==> config.mk <==
export PLATFORM = sky130hd
export DESIGN_NAME = reg_share_arbiter_flat
export DESIGN_NICKNAME = d
export VERILOG_FILES = /design/src/rtl/reg_share_arbiter_if.sv /design/src/rtl/reg_share_arbiter.sv /design/src/flat_wrapper.sv
export SDC_FILE = /design/constraint.sdc
export NUM_CORES = 1
export LEC_CHECK = 0
export ABC_AREA = 0
export CAP_MARGIN = 10
export CELL_PAD_IN_SITES_DETAIL_PLACEMENT = 2
export CELL_PAD_IN_SITES_GLOBAL_PLACEMENT = 2
export CORE_ASPECT_RATIO = 0.75
export CORE_UTILIZATION = 24
export DETAILED_ROUTE_END_ITERATION = 16
export PLACE_DENSITY = 0.91
export REMOVE_ABC_BUFFERS = 1
export SLEW_MARGIN = 20
export SYNTH_ARGS = -nofsm -noshare
export SYNTH_HDL_FRONTEND = slang
export SYNTH_SLANG_ARGS = --single-unit
==> constraint.sdc <==
create_clock -name clk -period 3.4 [get_ports clk]
set_input_delay 0.34 -clock clk [delete_from_list [all_inputs] [get_ports clk]]
set_output_delay 0.34 -clock clk [all_outputs]
set_load 0.01 [all_outputs]
==> src/rtl/reg_share_arbiter_if.sv <==
// Requester-side bundle for the shared-register arbiter: requests, lock,
// write data, and the grant/ack/storage view returned to the requesters.
interface reg_share_arbiter_if #(
  parameter int N_REQ = 4,
  parameter int WIDTH = 8
);
  localparam int OW = $clog2(N_REQ);

  logic [N_REQ-1:0]       req;
  logic [N_REQ-1:0]       lock;
  logic [N_REQ*WIDTH-1:0] wdata;
  logic [N_REQ-1:0]       gnt;
  logic [N_REQ-1:0]       ack;
  logic [WIDTH-1:0]       q;
  logic [WIDTH-1:0]       qn;
  logic                   busy;
  logic [OW-1:0]          owner;

  modport master (output req, lock, wdata, input gnt, ack, q, qn, busy, owner);
  modport slave  (input req, lock, wdata, output gnt, ack, q, qn, busy, owner);
endinterface

==> src/rtl/reg_share_arbiter.sv <==
// Round-robin arbiter and write sequencer for one shared WIDTH-bit register,
// with a bounded lock burst for the current owner.
module reg_share_arbiter #(
  parameter int N_REQ    = 4,
  parameter int WIDTH    = 8,
  parameter int MAX_HOLD = 4
) (
  input  logic              clk,
  input  logic              res,
  reg_share_arbiter_if.slave bus
);
  localparam int OW = $clog2(N_REQ);
  localparam int HW = (MAX_HOLD > 1) ? $clog2(MAX_HOLD) : 1;
  localparam logic [OW-1:0] LAST_IDX  = OW'(N_REQ - 1);
  localparam logic [HW-1:0] HOLD_LAST = HW'(MAX_HOLD - 1);

  typedef enum logic {IDLE, GRANT} state_t;

  state_t                       state, state_nx;
  logic [N_REQ-1:0]             gnt, ack;
  logic [WIDTH-1:0]             q;
  logic [OW-1:0]                owner, ptr, nxt_o, base, win_idx;
  logic [HW-1:0]                hold_cnt;
  logic                         win_found, wr, stay, busy;
  logic [N_REQ-1:0][WIDTH-1:0]  wd;

  assign wd    = bus.wdata;
  assign nxt_o = (owner == LAST_IDX) ? '0 : owner + 1'b1;
  assign wr    = (state == GRANT) && bus.req[owner];
  assign stay  = wr && bus.lock[owner] && (hold_cnt < HOLD_LAST);
  // On release the scan starts just past the owner, so a release and the
  // next grant happen on the same edge.
  assign base  = (state == GRANT) ? nxt_o : ptr;

  always_comb begin
    int j;
    j         = 0;
    win_found = 1'b0;
    win_idx   = '0;
    for (int k = 0; k < N_REQ; k++) begin
      j = int'(base) + k;
      if (j >= N_REQ) j = j - N_REQ;
      if (!win_found && bus.req[j[OW-1:0]]) begin
        win_found = 1'b1;
        win_idx   = j[OW-1:0];
      end
    end
  end

  always_ff @(posedge clk or negedge res) begin
    if (!res) state <= IDLE;
    else      state <= state_nx;
  end

  always_comb begin
    state_nx = state;
    case (state)
      IDLE:    if (|bus.req) state_nx = GRANT;
      GRANT:   if (!stay && !win_found) state_nx = IDLE;
      default: state_nx = IDLE;
    endcase
  end

  always_comb begin
    busy = 1'b0;
    if (state == GRANT) busy = 1'b1;
  end

  always_ff @(posedge clk or negedge res) begin
    if (!res) begin
      gnt      <= '0;
      ack      <= '0;
      q        <= '0;
      owner    <= '0;
      ptr      <= '0;
      hold_cnt <= '0;
    end else begin
      ack <= '0;
      if (wr) begin
        ack[owner] <= 1'b1;
        q          <= wd[owner];
      end
      if (stay) begin
        hold_cnt <= hold_cnt + 1'b1;
      end else begin
        if (state == GRANT) ptr <= nxt_o;
        gnt <= '0;
        if (win_found) begin
          owner        <= win_idx;
          gnt[win_idx] <= 1'b1;
          hold_cnt     <= '0;
        end
      end
    end
  end

  assign bus.gnt   = gnt;
  assign bus.ack   = ack;
  assign bus.q     = q;
  assign bus.qn    = ~q;
  assign bus.busy  = busy;
  assign bus.owner = owner;
endmodule

==> src/flat_wrapper.sv <==
// flat-port wrapper written by rule: the top's interface ports become plain ports
module reg_share_arbiter_flat 
#(
  parameter int N_REQ    = 4,
  parameter int WIDTH    = 8,
  parameter int MAX_HOLD = 4
)
  (clk, res, bus_req, bus_lock, bus_wdata, bus_gnt, bus_ack, bus_q, bus_qn, bus_busy, bus_owner);
  reg_share_arbiter_if #(.N_REQ(N_REQ), .WIDTH(WIDTH)) bus_i ();
  input  logic clk;
  input  logic res;
  input wire logic [$bits(bus_i.req)-1:0] bus_req;
  input wire logic [$bits(bus_i.lock)-1:0] bus_lock;
  input wire logic [$bits(bus_i.wdata)-1:0] bus_wdata;
  output wire logic [$bits(bus_i.gnt)-1:0] bus_gnt;
  output wire logic [$bits(bus_i.ack)-1:0] bus_ack;
  output wire logic [$bits(bus_i.q)-1:0] bus_q;
  output wire logic [$bits(bus_i.qn)-1:0] bus_qn;
  output wire logic [$bits(bus_i.busy)-1:0] bus_busy;
  output wire logic [$bits(bus_i.owner)-1:0] bus_owner;
  assign bus_i.req = bus_req;
  assign bus_i.lock = bus_lock;
  assign bus_i.wdata = bus_wdata;
  assign bus_gnt = bus_i.gnt;
  assign bus_ack = bus_i.ack;
  assign bus_q = bus_i.q;
  assign bus_qn = bus_i.qn;
  assign bus_busy = bus_i.busy;
  assign bus_owner = bus_i.owner;
  reg_share_arbiter #(.N_REQ(N_REQ), .WIDTH(WIDTH), .MAX_HOLD(MAX_HOLD)) u_core (.clk(clk), .res(res), .bus(bus_i));
endmodule
==> impl_metrics.ini <==
[finish]
area_growth_pct = 57.91
n_fill_cell = 575
fin_area_mm2 = 0.002173
final_nets = 229
final_cell_mix = 67 x clkdlybuf4s50_1, 23 x dfrtp_1, 13 x inv_1
fin_util_pct = 39.96
layout-drive-gt1-share_pct = 16.02
final_common_cell = clkdlybuf4s50_1
finalNonFillerCells = 256
antenna_cells = 0

[worst_setup_path]
startpoint_type = flip-flop
worst_setup_path_end_kind = flip-flop
r2r_cells = 6
r2r_slack_ns = 1.02
worst-path-buf-inv = 1
critPathSlowestCell = dfrtp_1
cp-startpoint = u_core.bus.owner[0]
rr_startpoint = u_core.bus.owner[0]
r2r_end = u_core.bus.owner[1]
arrival_ns = 2.55
path_cells = inv_1 > ha_1 > mux2i_1 > and3_1 > o21ai_0 > a22o_1
cpPeakStageDelay_ns = 0.66
critPathRequiredTime_ns = 3.57
crit_family = flip-flops
worstSetupPathType = reg -> reg
crit_fanout = 11

[run_status]
outcome = finished clean

[detailed_routing]
drt_first_pass_iters = 4
via_count = 1208
route.detailed.drc = 0
highest_layer = met4
drtAntennaViolNets = 0
wl_met2_um = 2459
drt-total-wl_um = 4358
drt-vias-per-instance = 4.719
drtIter0Drc = 40
dr_wl_met3_um = 124
wl_met1_um = 1746
wl_per_cell_um = 17.02

[synth]
synthArstFlopShare_pct = 100.0
synthTopCellsByArea = dfrtp_1 42%, mux4_2 16%, mux2_2 9.0%, ha_1 4.5%, inv_1 3.5%
syn_inst = 115
synth_ff_type = dfrtp_1
yosysTopAreaCellShare_pct = 41.82
synth_seq_cells = 23
yosysWarnings = 0
ys_seq_area_share_pct = 41.82
avgSynthCellArea_um2 = 11.97
synth_top_area_cell = dfrtp_1
syn-cell-area_mm2 = 0.001376
synthDistinctLibCells = 33
synth_edf_count = 0

[sta]
hold_viol_final = 0
fin_ws_ns = 1.018
finalSetupViolCount = 0
maxSlewViolCount = 0
worstMarginPinSlew_ns = 0.8848
whs_ns = 0.03755
min_period_ns = 2.382
finClkSkew_ns = 0.004679
maxSlewHeadroom_pct = 40.47
tns_ns = 0
fmax_mhz = 419.9
rsz0062_at_grt = no
period_share_pct = 70.04

[cts]
cts_num_sinks = 23
ctsHoldBuffers = 0
cts.htree.levels = 1
cts_resized = 0
clkTransAtPathRegs_ns = 0.09
post_cts_buffers = 0
cts_root_buffer = clkbuf_8
clock_latency_ns = 0.27
tritoncts = yes
cts_made_buffers = 3
clk_path_buf_depth = 2

[placed_design]
dp.cells = 252
dpl-instance-area_mm2 = 0.002127
hpwlAfterDp_um = 3559
pre_cts_slack_ns = 0.7248
io_buffer_count = 68
globalplace.congestion = 0.8615

[floorplan]
die_w_um = 89.44
initial_core_util_pct = 25.30
ios = 69
die-area_mm2 = 0.006044
die_h_um = 67.58
rows = 23
core_mm2 = 0.005439

[hold_path]
min_path_type = in -> async

[pwr]
power_density_mw_per_mm2 = 812.6
irDropWorstVdd_mv = 0.1899
total_power_mw = 1.766
leakage_nw = 0.9188

[global_route]
grt_max_degree = 24
first_global_vias = 1375
overflow = 0
grt_use_total_pct = 15.67
grt_pass1_wl_um = 6906
grt_antenna_before_repair = 0

[flow_run]
cap_viol_max_count = 0
-- worst max path at each step --
stage	cells past startpoint	end	slack (ns)
3_5_place_dp	5	u_core.bus.owner[0]	0.72
5_1_grt	6	u_core.bus.owner[1]	0.76
2_1_floorplan	4	u_core.bus.owner[0]	1.06
4_1_cts	4	u_core.bus.owner[0]	0.97
3_3_place_gp	5	u_core.bus.owner[0]	0.82
6_report	6	u_core.bus.owner[1]	1.02
-- synth_stat cells, types with 2 or more instances --
library cell  count
mux2i_1           2
buf_2             3
a211oi_1          2
nor2_1            2
mux2_2           11
o21ai_1           4
clkbuf_1          3
ha_1              5
buf_1             2
dfrtp_1          23
nand2_1           5
a21oi_1           4
mux4_2           10
inv_1            13
o21ai_0           2
a22o_1            3
and3_1            5
-- state kept, by name (all words and copies together) (netlist names) --
register,count
u_core.state,1
u_core.bus.q,8
u_core.bus.gnt,4
u_core.bus.owner,2
u_core.ptr,2
u_core.bus.ack,4
u_core.hold_cnt,2
-- cells by family after synthesis --
family,count (synthesis),synth area share (%)
AO/OA/AOI/OAI,24,12.46
multiplexers,24,27.64
flip-flops,23,41.82
buffers and inverters,21,6.000
AND/OR/NAND/NOR,18,7.547
adder cells (fa/ha/maj),5,4.545
-- area by class of cell --
class / count / area (µm²) / share of cell area, %
clock buffer: 3 / 41.29 / 1.900
clock inverter: 1 / 5.005 / 0.2303
inverter: 13 / 48.80 / 2.245
multi-input combinational: 71 / 718.2 / 33.05
sequential: 23 / 575.6 / 26.48
tap: 75 / 93.84 / 4.318
timing repair buffer: 70 / 690.7 / 31.78
-- power breakdown --
part | internal [mW] | leakage, nW | switching (mW) | total (mW)
clock network | 0.0821 | 0.0255 | 0.0984 | 0.180
logic | 0.622 | 0.610 | 0.468 | 1.09
registers | 0.396 | 0.283 | 0.100 | 0.496
-- layer usage --
| metal | global-route usage, % | up-vias |
|---|---|---|
| met2 | 30.25 | 27 |
| met3 | 2.812 | 2 |
| met5 | 0 | - |
| met1 | 18.21 | 622 |
| met4 | 2.976 | 0 |
| li1 | - | 557 |
Power figures use the tool's default switching activity.
